### config.mk
export PLATFORM = sky130hd
export DESIGN_NAME = conv_window_5x5_flat
export DESIGN_NICKNAME = d
export VERILOG_FILES = /design/src/rtl/conv_window_5x5_if.sv /design/src/rtl/conv_window_5x5.sv /design/src/flat_wrapper.sv
export SDC_FILE = /design/constraint.sdc
export NUM_CORES = 1
export LEC_CHECK = 0
export ABC_CLOCK_PERIOD_IN_PS = 6300
export BUFFER_PORTS_ARGS = -buffer_cell sky130_fd_sc_hd__buf_2
export CAP_MARGIN = 20
export CORE_ASPECT_RATIO = 0.5
export CORE_UTILIZATION = 40
export DETAILED_ROUTE_END_ITERATION = 7
export PLACE_DENSITY = 0.64
export SYNTH_ARGS = -nofsm -noshare
export SYNTH_HDL_FRONTEND = slang
export SYNTH_SLANG_ARGS = --single-unit
### constraint.sdc
create_clock -name clk -period 6.3 [get_ports clk]
set_input_delay 0.63 -clock clk [delete_from_list [all_inputs] [get_ports clk]]
set_output_delay 0.63 -clock clk [all_outputs]
set_load 0.01 [all_outputs]
### src/rtl/conv_window_5x5_if.sv
// Pixel-stream-in / window-out bundle for the 5x5 sliding-window generator.
// The producer drives pixels; the window block returns registered windows and strobes.
interface conv_window_5x5_if #(
    parameter int WIDTH = 8
);
    logic                   in_valid;
    logic [WIDTH-1:0]       in_pixel;
    logic [24:0][WIDTH-1:0] win;
    logic                   win_valid;
    logic                   frame_done;

    modport master (
        output in_valid, in_pixel,
        input  win, win_valid, frame_done
    );

    modport slave (
        input  in_valid, in_pixel,
        output win, win_valid, frame_done
    );
endinterface

### src/rtl/conv_window_5x5.sv
// Streaming 5x5 window generator: raster pixels in, every fully-populated 5x5 window out
// one cycle later, with no padding at the image borders.
module conv_window_5x5 #(
    parameter int WIDTH = 8,
    parameter int IMG_W = 28,
    parameter int IMG_H = 28
) (
    input  logic             clk,
    input  logic             rst,
    conv_window_5x5_if.slave bus
);
    localparam int CW = $clog2(IMG_W);
    localparam int RW = $clog2(IMG_H);
    localparam int LD = IMG_W - 1;
    localparam int PW = $clog2(LD);

    logic [CW-1:0] col;
    logic [RW-1:0] row;
    logic [PW-1:0] ptr;
    logic          accept;
    logic          last_col;
    logic          last_row;
    logic          window_ready;

    logic [WIDTH-1:0]      line_mem [4][LD];
    logic [3:0][WIDTH-1:0] line_out;

    assign accept       = bus.in_valid;
    assign last_col     = (col == CW'(IMG_W - 1));
    assign last_row     = (row == RW'(IMG_H - 1));
    assign window_ready = (row >= RW'(4)) && (col >= CW'(4));

    // Pixel coordinates and the shared line-FIFO pointer; all advance only on accepted pixels.
    always_ff @(posedge clk) begin
        if (rst) begin
            col <= '0;
            row <= '0;
            ptr <= '0;
        end else if (accept) begin
            // NOTE: sequential state uses non-blocking assignments so every register samples
            // the pre-edge values of the others, independent of statement order.
            col <= last_col ? '0 : col + 1'b1;
            if (last_col) row <= last_row ? '0 : row + 1'b1;
            ptr <= (ptr == PW'(LD - 1)) ? '0 : ptr + 1'b1;
        end
    end

    always_comb begin
        for (int k = 0; k < 4; k++) line_out[k] = line_mem[k][ptr];
    end

    // Each line FIFO is fed by the rightmost pixel of the window row below it. That pixel
    // entered one accept earlier, so IMG_W-1 entries give exactly one image row of delay.
    // NOTE: line storage has no reset; stale contents are never exposed because windows are
    // only flagged valid once four fresh rows of the current frame have passed through.
    always_ff @(posedge clk) begin
        if (accept && !rst) begin
            for (int k = 0; k < 4; k++) line_mem[k][ptr] <= bus.win[(k + 1) * 5 + 4];
        end
    end

    // Window shift register: every row moves one column left, new column enters on the right.
    always_ff @(posedge clk) begin
        if (rst) begin
            bus.win        <= '0;
            bus.win_valid  <= 1'b0;
            bus.frame_done <= 1'b0;
        end else begin
            bus.win_valid  <= accept && window_ready;
            bus.frame_done <= accept && last_row && last_col;
            if (accept) begin
                for (int r = 0; r < 5; r++) begin
                    for (int c = 0; c < 4; c++) bus.win[r * 5 + c] <= bus.win[r * 5 + c + 1];
                end
                for (int r = 0; r < 4; r++) bus.win[r * 5 + 4] <= line_out[r];
                bus.win[24] <= bus.in_pixel;
            end
        end
    end
endmodule
### src/flat_wrapper.sv
// flat-port wrapper written by rule: the top's interface ports become plain ports
module conv_window_5x5_flat 
#(
    parameter int WIDTH = 8,
    parameter int IMG_W = 28,
    parameter int IMG_H = 28
)
  (clk, rst, bus_in_valid, bus_in_pixel, bus_win, bus_win_valid, bus_frame_done);
  conv_window_5x5_if #(.WIDTH(WIDTH)) bus_i ();
  input  logic clk;
  input  logic rst;
  input wire logic [$bits(bus_i.in_valid)-1:0] bus_in_valid;
  input wire logic [$bits(bus_i.in_pixel)-1:0] bus_in_pixel;
  output wire logic [$bits(bus_i.win)-1:0] bus_win;
  output wire logic [$bits(bus_i.win_valid)-1:0] bus_win_valid;
  output wire logic [$bits(bus_i.frame_done)-1:0] bus_frame_done;
  assign bus_i.in_valid = bus_in_valid;
  assign bus_i.in_pixel = bus_in_pixel;
  assign bus_win = bus_i.win;
  assign bus_win_valid = bus_i.win_valid;
  assign bus_frame_done = bus_i.frame_done;
  conv_window_5x5 #(.WIDTH(WIDTH), .IMG_W(IMG_W), .IMG_H(IMG_H)) u_core (.clk(clk), .rst(rst), .bus(bus_i));
endmodule
# Yosys cells after proc, flatten, opt, wreduce, memory -nomap -nowiden
# Memories as Yosys holds them, arrays and structs flattened.
# Index checks and enable logic that the tools add are counted.
word_totals:
  mem_bits_ro: 0
  input_bits: 11
  output_inout_bits: 202
  memories: 1
  reg_bits: 217
  ramBits: 864
  latchBits: 0
  word_cells: 69
classes:
  add_sub_neg: 3
  shift: 0
  order_cmp: 4
  n_div: 0
  bitwise_logic: 1
  eq_ne: 3
  mul: 0
  n_mux: 19
  n_reduce_logical: 8
memory_table:
  columns: ["memory", "depth", "word_bits", "rd", "rd_ports_with_merged_regs", "write_ports", "line_no", "text"]
  rows:
  - ["u_core.line_mem", 4, 216, 4, 0, 4, "conv_window_5x5.sv:25", "logic [WIDTH-1:0] line_mem [4][LD];"]
op_table:
  columns: ["cell", "n"]
  rows:
  - ["216-bit two-way mux", 1]
  - ["8-bit binary-select mux with 5-bit select", 4]
  - ["8-bit two-way mux", 9]
  - ["8-bit demux with 5-bit select", 1]
  - ["5-bit by 1-bit adder with 5-bit output (second input constant)", 3]
  - ["5-bit == test (second input constant)", 3]
  - ["5-bit two-way mux", 3]
  - ["5-bit by 3-bit greater-or-equal comparator with 1-bit output (second input constant)", 2]
  - ["6-bit greater-or-equal comparator (second input constant)", 1]
  - ["1-bit logical AND", 6]
  - ["6-bit by 1-bit < comparator with 1-bit output (second input constant)", 1]
  - ["5-bit inverter with 6-bit output", 1]
  - ["2-bit AND reduction", 1]
  - ["1-bit logical NOT", 1]
  - ["1-bit two-way mux", 1]

# Longest topological paths before layout
logic_depth:
  word_depth: 6
  depth_mapped: 9
  depth_no_buf: 6

# Worst setup path before layout
# Ideal clock, no wire load.
synth_timing:
  path_type: "input-to-reg"
  start: "in bus_in_valid"
  end: "mem u_core.line_mem[0][0] in the netlist's numbering (enable)"
  path_buffers: 2
  setup_time_ns: 0.421
  required_time_ns: 5.879
  path_slack_ns: 2.974
  arrival_time_ns: 2.905
  path_stages: 5
  cell_sequence: "buf_2 > clkbuf_1 > nor2b_1 > nand2_1 > nor2_1"
synth_rtl:
  columns: ["element", "line_no", "text"]
  rows:
  - ["start, declared", "flat_wrapper.sv:12", "input wire logic [$bits(bus_i.in_valid)-1:0] bus_in_valid;"]
  - ["end, declared", "conv_window_5x5.sv:25", null]

# Worst setup path after layout
layout_timing:
  start: "reg u_core.ptr[1]"
  end: "reg u_core.bus.win[116]"
layout_via:
  elab_chain_cells: 4
layout_rtl:
  columns: ["element", "line_no", "text"]
  rows:
  - ["start, declared", "conv_window_5x5.sv:19", "logic [PW-1:0] ptr;"]
  - ["start signal, assigned", "conv_window_5x5.sv:44", "ptr <= (ptr == PW'(LD - 1)) ? '0 : ptr + 1'b1;"]
  - ["5-bit inverter with 6-bit output (not written as such)", "conv_window_5x5.sv:49", "for (int k = 0; k < 4; k++) line_out[k] = line_mem[k][ptr];"]
  - ["8-bit binary-select mux with 5-bit select", "conv_window_5x5.sv:49", null]
  - ["8-bit two-way mux (not written as such) (2 in series)", "conv_window_5x5.sv:49", null]
  - ["end signal, assigned", "conv_window_5x5.sv:65", "bus.win <= '0;"]
  - ["end, declared", "conv_window_5x5_if.sv:19", "output win, win_valid, frame_done"]
# No other way between the ends. The select of a mux whose other input is x is not followed.
# A chain may end at the register's enable or synchronous reset.

==> results.cfg <==
[layout]
mostFrequentLayoutCells = 864 x edfxtp_1, 232 x nor2_1, 210 x buf_2, 210 x dfxtp_1, 200 x mux2i_1
utilization = 0.470
syn_to_final_growth_pct = 16.1
layout_commonest_cell = edfxtp_1
final_net_count = 2513
antenna_cells = 0
layout-drive-gt1-share = 0.276
fin_cells = 3920

[timing]
fin_crit_sh = 0.580
setup_viol = 0
worstMarginPinSlew_ns = 1.06
hold_viol = 0
clock.fmax_mhz = 274
fin_skew_ns = 0.0254
period_needed_ns = 3.65
maxSlewViolCount = 0
rsz0062_at_grt = no
relSlewSlack = 0.295
whs_ns = 0.191
setup_slack_ns = 2.65
fin_setup_tns_ns = 0

[clocking]
cts_hold_buffers = 0
ctsRootBufferMaster = clkbuf_16
cts_resized = 0
clock_sinks = 1081
clk_latency_ns = 0.70
clk_path_buf_depth = 3
cts.reportedPaths.clkPinSlew_ns = 0.07
post_cts_buffers = 0
tritoncts = built
numCtsBuffers = 95
htreeDepth = 3

[critical_path]
cp_slowest_cell = dfxtp_4
path_max_fanout = 138
slowest_delay_ns = 0.90
timing.rr.start = u_core.ptr[1]
ff2ff_setup_slack_ns = 2.65
cp_top_family = compound AO/OA/AOI/OAI gates
path_cells = buf_12 -> mux4_2 -> a22oi_1 -> nand2_1 -> a21oi_1 -> a311oi_1
reg2reg_depth = 6
crit_start = u_core.ptr[1]
start_kind = flip-flop
r2r-end = u_core.bus.win[116]
critPathRequiredTime_ns = 6.80
worstPathArrival_ns = 4.15
path_buf_inv = 1
worstSetupEndpointType = flip-flop
criticalPathCategory = reg -> reg

[global_route]
grt_max_degree = 139
grt_pass1_wl_um = 151000
grt_overflow = 0
grt_pass1_vias = 21300
grtUsageTotal = 0.203
grt_antenna_before_repair = 1

[drt]
ant_nets = 0
wl_per_cell_um = 26.6
drt_pass1_iterations = 6
totalWireLength_um = 104000
dr_total_vias = 21800
via_per_inst = 5.55
drc = 0
drt_iter0_markers = 2301

[floorplan]
fp.dieH_um = 227
core_area_um2 = 100000
start_util = 0.405
rows = 82
ios = 213
die_x_um = 453
die_area_um2 = 103000

[logic_synthesis]
netlist_instances = 2237
async_flop_share = 0
synthAdderAreaFrac = 0.00247
synth_area_um2 = 40600
synth-simple-area-share = 0.0427
synth-compound-area-share = 0.0307
synth.distinct_cells = 51
ys_warn_count = 0
synth_edf_count = 864
syn_area_per_cell_um2 = 18.1
synth_mux_area_frac = 0.158
synth_seq_cells = 1081
synthXorXnorAreaFrac = 0.00216
synth_top_family_by_area = multiplexers
yosys_most_used_dff = edfxtp_1
syn_nets = 2256
ys_seq_area_frac = 0.746

[job]
drv_cap = 0

[worst_hold_path]
hold-path-cell-count = 3
hold-path-endpoint = u_core.bus.win[197]
hold_class = in -> reg
hold_start = bus_in_pixel[5]

[place]
port_buffers = 212
numPlacedInstances = 3735
gp_congestion = 0.833
pre_cts_ws_ns = 2.64
hpwl_um = 61400

[pwr]
p_per_area_nw_per_um2 = 320
ir_drop_uv = 220
power.leakage_nw = 16.2

[status]
status = finished clean
-- tightest hold or removal path: stages --
cell     delay [ns]
buf_2          0.07
mux2i_1        0.05
nor2_1         0.08
-- logic make-up after synthesis --
kind of cell	Yosys count
xor+xnor	10
mux	410
buf+inv	141
compound gates	177
simple gates	410
fa+ha+maj	8
flops	1081
-- final cells by class --
cell class	instances	area [µm²]
multi-input cells	1015	9820
flip-flops and latches	1081	30300
repair buffers	294	1950
inverters	7	26.3
well taps	1344	1680
clock buffers	118	2630
clock inverters	61	734
fillers	8439	53200
-- layer usage --
layer | vias to the layer above | track usage | share of wire
met5 | - | 0 | 0
met4 | 0 | 0.0624 | 0.027
met3 | 156 | 0.0455 | 0.081
met2 | 914 | 0.311 | 0.45
met1 | 11400 | 0.289 | 0.44
li1 | 9315 | - | -
-- per-stage QoR --
stage / area, µm² / power (mW)
after floorplan: 40600 / 8.64
after global placement: 43500 / 9.00
after detailed placement: 43600 / 9.01
after CTS: 47000 / 15.2
after global routing: 47100 / 15.6
final: 47100 / 15.1
-- synthesized netlist by cell type, types with 9 or more instances --
library cell | number | area, µm²
edfxtp_1 | 864 | 25900
nor2_1 | 259 | 972
dfxtp_1 | 217 | 4340
mux2i_1 | 200 | 2000
mux4_2 | 183 | 4120
a22oi_1 | 72 | 541
nand2_1 | 68 | 255
buf_2 | 60 | 300
clkbuf_1 | 43 | 161
a21oi_1 | 30 | 150
mux2_2 | 27 | 304
nor3_1 | 27 | 135
o21ai_0 | 22 | 110
buf_4 | 14 | 105
a211oi_1 | 13 | 97.6
nand4_1 | 13 | 81.3
nand3_1 | 12 | 60.1
buf_1 | 9 | 33.8
-- how the worst max path moves through the flow --
stage                         endpoint  slack, ns  cells after the start
2_1_floorplan    u_core.line_mem[0][0]       2.97                      5
3_3_place_gp   u_core.line_mem[3][135]       2.69                      4
3_5_place_dp   u_core.line_mem[3][103]       2.64                      5
4_1_cts         u_core.line_mem[0][98]       2.64                      5
5_1_grt        u_core.line_mem[1][100]       2.47                      5
6_report           u_core.bus.win[116]       2.65                      6
-- power breakdown --
part	internal (mW)	leakage (nW)	total [mW]	switching, mW
Combinational	0.364	4.90	0.942	0.578
Clock	3.53	1.65	6.25	2.72
Sequential	7.81	9.68	7.90	0.0898
-- state kept, by name, summed over array words and instances, names as in the netlist --
register	cells
u_core.ptr	5
u_core.row	5
u_core.line_mem	864
u_core.col	5
u_core.bus.win_valid	1
u_core.bus.win	200
u_core.bus.frame_done	1
(Power assumes the default switching activity.)
